==> src/rtl/cla_nibble_serializer_if.sv <==
// Operand/result handshake and external 4-bit group-adder bus for cla_nibble_serializer.
// The slave modport is the serializer's view; the master modport is the surrounding logic's view.
interface cla_nibble_serializer_if #(
    parameter int unsigned WIDTH = 64
);
    logic             in_valid;
    logic             in_ready;
    logic [WIDTH-1:0] in_a;
    logic [WIDTH-1:0] in_b;
    logic             in_cin;

    logic [3:0]       grp_a;
    logic [3:0]       grp_b;
    logic             grp_cin;
    logic [3:0]       grp_r;
    logic             grp_p;
    logic             grp_g;

    logic             out_valid;
    logic             out_ready;
    logic [WIDTH-1:0] out_sum;
    logic             out_cout;
    logic             out_ovf;

    modport slave (
        input  in_valid, in_a, in_b, in_cin,
        input  grp_r, grp_p, grp_g,
        input  out_ready,
        output in_ready,
        output grp_a, grp_b, grp_cin,
        output out_valid, out_sum, out_cout, out_ovf
    );

    modport master (
        output in_valid, in_a, in_b, in_cin,
        output grp_r, grp_p, grp_g,
        output out_ready,
        input  in_ready,
        input  grp_a, grp_b, grp_cin,
        input  out_valid, out_sum, out_cout, out_ovf
    );
endinterface

==> src/rtl/cla_nibble_serializer.sv <==
// Digit-serial WIDTH-bit adder front end: feeds one nibble per cycle to an external
// 4-bit group adder, chains the group carry and reassembles the sum with flags.
module cla_nibble_serializer #(
    parameter int unsigned WIDTH = 64
) (
    input  logic                     clk,
    input  logic                     rst_n,
    cla_nibble_serializer_if.slave   bus
);
    localparam int unsigned NIBBLES = WIDTH / 4;
    localparam int unsigned IDX_W   = $clog2(NIBBLES);
    localparam logic [IDX_W-1:0] LAST_IDX = IDX_W'(NIBBLES - 1);

    typedef enum logic [1:0] {
        IDLE,
        RUN,
        DONE
    } state_t;

    state_t           state_q, state_d;
    logic [IDX_W-1:0] idx_q;
    logic [WIDTH-1:0] a_q, b_q, sum_q;
    logic             carry_q;
    logic             accept;
    logic             last;

    assign last = (idx_q == LAST_IDX);

    always_ff @(posedge clk or negedge rst_n) begin
        if (!rst_n) begin
            state_q <= IDLE;
        end else begin
            state_q <= state_d;
        end
    end

    always_comb begin
        state_d       = state_q;
        bus.in_ready  = 1'b0;
        bus.grp_a     = '0;
        bus.grp_b     = '0;
        bus.grp_cin   = 1'b0;
        bus.out_valid = 1'b0;
        bus.out_sum   = '0;
        bus.out_cout  = 1'b0;
        bus.out_ovf   = 1'b0;
        unique case (state_q)
            IDLE: begin
                // Held low while reset is asserted so no handshake is advertised.
                bus.in_ready = rst_n;
                if (bus.in_valid && rst_n) begin
                    state_d = RUN;
                end
            end
            RUN: begin
                bus.grp_a   = a_q[{idx_q, 2'b00} +: 4];
                bus.grp_b   = b_q[{idx_q, 2'b00} +: 4];
                bus.grp_cin = carry_q;
                if (last) begin
                    state_d = DONE;
                end
            end
            DONE: begin
                bus.out_valid = 1'b1;
                bus.out_sum   = sum_q;
                bus.out_cout  = carry_q;
                // MSB operand bits xor sum bit recover the carry into the MSB.
                bus.out_ovf   = a_q[WIDTH-1] ^ b_q[WIDTH-1] ^ sum_q[WIDTH-1] ^ carry_q;
                bus.in_ready  = bus.out_ready;
                if (bus.out_ready) begin
                    state_d = bus.in_valid ? RUN : IDLE;
                end
            end
            default: state_d = IDLE;
        endcase
        accept = bus.in_valid && bus.in_ready;
    end

    always_ff @(posedge clk or negedge rst_n) begin
        if (!rst_n) begin
            idx_q   <= '0;
            a_q     <= '0;
            b_q     <= '0;
            sum_q   <= '0;
            carry_q <= 1'b0;
        end else if (accept) begin
            a_q     <= bus.in_a;
            b_q     <= bus.in_b;
            carry_q <= bus.in_cin;
            idx_q   <= '0;
        end else if (state_q == RUN) begin
            sum_q[{idx_q, 2'b00} +: 4] <= bus.grp_r;
            carry_q <= bus.grp_g | (bus.grp_p & carry_q);
            if (!last) begin
                idx_q <= idx_q + 1'b1;
            end
        end
    end
endmodule

==> src/flat_wrapper.sv <==
// flat-port wrapper written by rule: the top's interface ports become plain ports
module cla_nibble_serializer_flat 
#(
    parameter int unsigned WIDTH = 64
)
  (clk, rst_n, bus_in_valid, bus_in_a, bus_in_b, bus_in_cin, bus_grp_r, bus_grp_p, bus_grp_g, bus_out_ready, bus_in_ready, bus_grp_a, bus_grp_b, bus_grp_cin, bus_out_valid, bus_out_sum, bus_out_cout, bus_out_ovf);
  cla_nibble_serializer_if #(.WIDTH(WIDTH)) bus_i ();
  input  logic clk;
  input  logic rst_n;
  input wire logic [$bits(bus_i.in_valid)-1:0] bus_in_valid;
  input wire logic [$bits(bus_i.in_a)-1:0] bus_in_a;
  input wire logic [$bits(bus_i.in_b)-1:0] bus_in_b;
  input wire logic [$bits(bus_i.in_cin)-1:0] bus_in_cin;
  input wire logic [$bits(bus_i.grp_r)-1:0] bus_grp_r;
  input wire logic [$bits(bus_i.grp_p)-1:0] bus_grp_p;
  input wire logic [$bits(bus_i.grp_g)-1:0] bus_grp_g;
  input wire logic [$bits(bus_i.out_ready)-1:0] bus_out_ready;
  output wire logic [$bits(bus_i.in_ready)-1:0] bus_in_ready;
  output wire logic [$bits(bus_i.grp_a)-1:0] bus_grp_a;
  output wire logic [$bits(bus_i.grp_b)-1:0] bus_grp_b;
  output wire logic [$bits(bus_i.grp_cin)-1:0] bus_grp_cin;
  output wire logic [$bits(bus_i.out_valid)-1:0] bus_out_valid;
  output wire logic [$bits(bus_i.out_sum)-1:0] bus_out_sum;
  output wire logic [$bits(bus_i.out_cout)-1:0] bus_out_cout;
  output wire logic [$bits(bus_i.out_ovf)-1:0] bus_out_ovf;
  assign bus_i.in_valid = bus_in_valid;
  assign bus_i.in_a = bus_in_a;
  assign bus_i.in_b = bus_in_b;
  assign bus_i.in_cin = bus_in_cin;
  assign bus_i.grp_r = bus_grp_r;
  assign bus_i.grp_p = bus_grp_p;
  assign bus_i.grp_g = bus_grp_g;
  assign bus_i.out_ready = bus_out_ready;
  assign bus_in_ready = bus_i.in_ready;
  assign bus_grp_a = bus_i.grp_a;
  assign bus_grp_b = bus_i.grp_b;
  assign bus_grp_cin = bus_i.grp_cin;
  assign bus_out_valid = bus_i.out_valid;
  assign bus_out_sum = bus_i.out_sum;
  assign bus_out_cout = bus_i.out_cout;
  assign bus_out_ovf = bus_i.out_ovf;
  cla_nibble_serializer #(.WIDTH(WIDTH)) u_core (.clk(clk), .rst_n(rst_n), .bus(bus_i));
endmodule
==> config.mk <==
export PLATFORM = sky130hd
export DESIGN_NAME = cla_nibble_serializer_flat
export DESIGN_NICKNAME = d
export VERILOG_FILES = /design/src/rtl/cla_nibble_serializer_if.sv /design/src/rtl/cla_nibble_serializer.sv /design/src/flat_wrapper.sv
export SDC_FILE = /design/constraint.sdc
export NUM_CORES = 1
export LEC_CHECK = 0
export ABC_AREA = 1
export BUFFER_PORTS_ARGS = -buffer_cell sky130_fd_sc_hd__buf_2
export CORE_MARGIN = 2
export CORE_UTILIZATION = 55
export DETAILED_ROUTE_END_ITERATION = 8
export PLACE_DENSITY = 0.9
export SYNTH_ARGS = -nofsm -noshare
export SYNTH_HDL_FRONTEND = slang
export SYNTH_SLANG_ARGS = --single-unit
==> constraint.sdc <==
create_clock -name clk -period 2.6 [get_ports clk]
set_input_delay 0.26 -clock clk [delete_from_list [all_inputs] [get_ports clk]]
set_output_delay 0.26 -clock clk [all_outputs]
set_load 0.005 [all_outputs]
==> flow_summary.yaml <==
logic_synthesis:
  synth_top_cell_by_area: "dfrtp_1"
  synth_area_sq_um: 9810
  synth_area_leaders: "dfrtp_1 51%, nand2_1 17%, o21ai_1 8.1%, inv_1 7.6%, nand3_1 5.2%"
  synthFlopType: "dfrtp_1"
  synth.mux.area_fraction: 0
  synth_edf_count: 0
  ys_seq_area_frac: 0.508
  synthAdderAreaFrac: 0.00638
  ys_warn_count: 0
  synth_top_area_frac: 0.508
  synthTopCellsByCount: "434 x nand2_1, 199 x dfrtp_1, 198 x inv_1, 158 x o21ai_1, 111 x nor2_1"
  yosysMostFrequentCell: "nand2_1"
  synthSimpleGateAreaFrac: 0.278
  synth_compound_area_frac: 0.0930
  synth_xor_area_frac: 0.00268
  synth_nets: 1477
  async_flop_share: 1.00
  yosysUniqueCellTypes: 28
  syn_inst: 1333
  syn_area_per_cell_sq_um: 7.36
  synth_top_family_by_area: "simple AND/OR/NAND/NOR gates"
  synth-seq-cells: 199
sta:
  tightest_slew_ns: 1.01
  grt_setup_unrepaired: "false"
  timing.final.crit_share: 0.950
  setup_viol: 0
  period_needed_ns: 2.47
  fmax_mhz: 405
  fin_setup_tns_ns: 0
  slew_violations: 0
  slew_headroom: 0.328
  skew_ns: 0.0116
  finalHoldViolCount: 0
worst_setup_path:
  required_ns: 2.34
  rr_startpoint: "u_core.idx_q[1]$_DFFE_PN0P_"
  critPathKind: "flip-flop to output port"
  worstPathMaxFanout: 39
  startpoint: "u_core.idx_q[1]$_DFFE_PN0P_"
  cp-start-kind: "flip-flop"
  endpoint_kind: "output port"
  arrival_ns: 2.21
clock_network:
  root_buffer: "clkbuf_16"
  clkTransAtPathRegs_ns: 0.07
  clock_path_buffers: 2
  cts_tree: "built"
  cts_made_buffers: 17
  cts.htree.levels: 4
  clk_latency_ns: 0.45
  numClockSinks: 199
routing:
  num_vias: 9136
  top_layer_used: "met4"
  drtIter0Drc: 737
  ant_nets: 0
  wl_met3_um: 1840
  drtPass1Iterations: 5
  wirelength_met1_um: 10800
  avgViaCountPerCell: 5.20
  wl_per_cell_um: 14.5
  wl_um: 25500
  wl_met2_um: 12200
  drc: 0
finish:
  area.growth.synth_to_final_pct: 19.0
  drive_above_1_share: 0.193
  stdcell_count: 1757
  diodes: 0
  fillers: 1387
  nets: 1663
pwr:
  p_leak_nw: 6.26
  ir_drop_uv: 645
  total_power_w: 0.0139
  p_per_area_nw_per_um2: 1190
worst_hold_path:
  min_from: "bus_in_b[25]"
  hp-class: "primary input to flip-flop"
floorplanning:
  io_pins: 216
  initial_utilization: 0.565
  die_x_um: 138
  rows: 48
  die_h_um: 138
  die-area_sq_um: 18900
  core_sq_um: 17400
grt:
  grt_pass1_wl_um: 40600
  antenna_found_initial: 0
  grt_pass1_vias: 8461
  overflow: 0
  grt_max_degree: 81
  track_usage: 0.279
place:
  io_buffer_count: 215
  hpwl_um: 17900
  gp_congestion: 0.892
  dp.cells: 1724
status:
  outcome: "complete, no violations"
job:
  maxCapViolCount: 0
-- critical path, stage by stage (launching register included) --
cell     delay, ns
dfrtp_1       0.39
inv_2         0.22
buf_6         0.34
nand3_1       0.12
nand3_1       0.09
nand3_1       0.14
a21oi_1       0.28
buf_2         0.17
-- registers in the layout (all words and copies together) (netlist names) --
signal	count
u_core.state_q	2
u_core.carry_q	1
u_core.a_q	64
u_core.b_q	64
u_core.sum_q	64
u_core.idx_q	4
-- path summary, 6_finish.rpt --
| check | to | slack (ns) | cells past startpoint |
|---|---|---|---|
| min | u_core.b_q[25]$_DFFE_PN0P_ | 0.007 | 3 |
| max | bus_grp_b[1] | 0.13 | 7 |
| max in group asynchronous | u_core.a_q[9]$_DFFE_PN0P_ | 0.82 | 4 |
| min in group asynchronous | u_core.sum_q[34]$_DFFE_PN0P_ | 0.24 | 2 |
| max reg2reg | u_core.sum_q[58]$_DFFE_PN0P_ | 0.46 | 8 |
| min reg2reg | u_core.b_q[0]$_DFFE_PN0P_ | 0.48 | 2 |
-- per-stage QoR --
stage / setup slack (ns) / utilization / instance area, sq um / hold slack [ns]
4_1_cts: 0.0967 / 0.672 / 11700 / 0.00631
5_1_grt: 0.00259 / 0.673 / 11700 / 0.0184
6_report: 0.130 / 0.673 / 11700 / 0.00747
3_5_place_dp: 0.463 / 0.636 / 11000 / 0.136
3_3_place_gp: 0.461 / 0.636 / 11000 / 0.134
2_1_floorplan: 0.457 / - / 9810 / -0.0356
-- placed cells by master (no fill, tap or decap), types with 2 or more instances in the layout --
master,instances
nand2_2,2
buf_12,4
nor2_4,3
clkbuf_8,4
xor2_1,3
nor2_2,7
dfrtp_1,198
buf_6,2
clkinv_4,2
nand3_1,101
o21a_1,2
clkbuf_16,17
a21oi_1,11
buf_2,214
ha_1,5
clkbuf_1,2
nor2_1,110
nor3_1,4
o21ai_0,6
buf_4,9
inv_2,10
o21ai_1,158
clkinv_2,2
inv_1,198
inv_6,3
bufinv_16,3
nand2_1,433
or2_2,10
-- power breakdown --
| part | total (W) | internal, W | leakage, nW | switching (W) |
|---|---|---|---|---|
| registers | 0.00513 | 0.00455 | 2.46 | 0.000583 |
| logic | 0.00601 | 0.00204 | 3.50 | 0.00397 |
| clock network | 0.00277 | 0.00160 | 0.301 | 0.00117 |
| total | 0.0139 | 0.00819 | 6.26 | 0.00573 |
-- routing by layer --
layer,vias up,GRT usage
li1,4449,-
met1,4204,0.367
met2,431,0.464
met3,52,0.0464
met4,0,0.107
met5,-,0
-- cells by family (layout without fill, tap and decap cells) --
| kind of cell | count (synthesis) | in the layout |
|---|---|---|
| DFF | 199 | 199 |
| buffers and inverters | 274 | 473 |
| AOI/OAI and AO/OA | 180 | 180 |
| xor gates and xnor gates | 3 | 3 |
| adders and majority gates | 5 | 5 |
| and+or+nand+nor | 672 | 672 |
-- layout make-up --
class                   instances  area, sq um  share of cell area
clock buffers                  22          474              0.0406
clock inverters                10          143              0.0122
inverters                     210          793              0.0680
multi-input cells             860         3740               0.320
flip-flops and latches        199         4980               0.427
well taps                     225          282              0.0241
repair buffers                231         1260               0.108
-- what timing repair did --
| item | 4_1_cts | 5_1_grt |
|---|---|---|
| hold buffers | 1 | 0 |
| endpoints found under the setup margin | 1 | 1 |
| gates resized for setup | 1 | 2 |
| hold endpoints to repair | 19 | 0 |
| gates cloned | 0 | 0 |
| buffers inserted | 0 | 0 |
No activity file was read; power rests on OpenSTA's default activity.
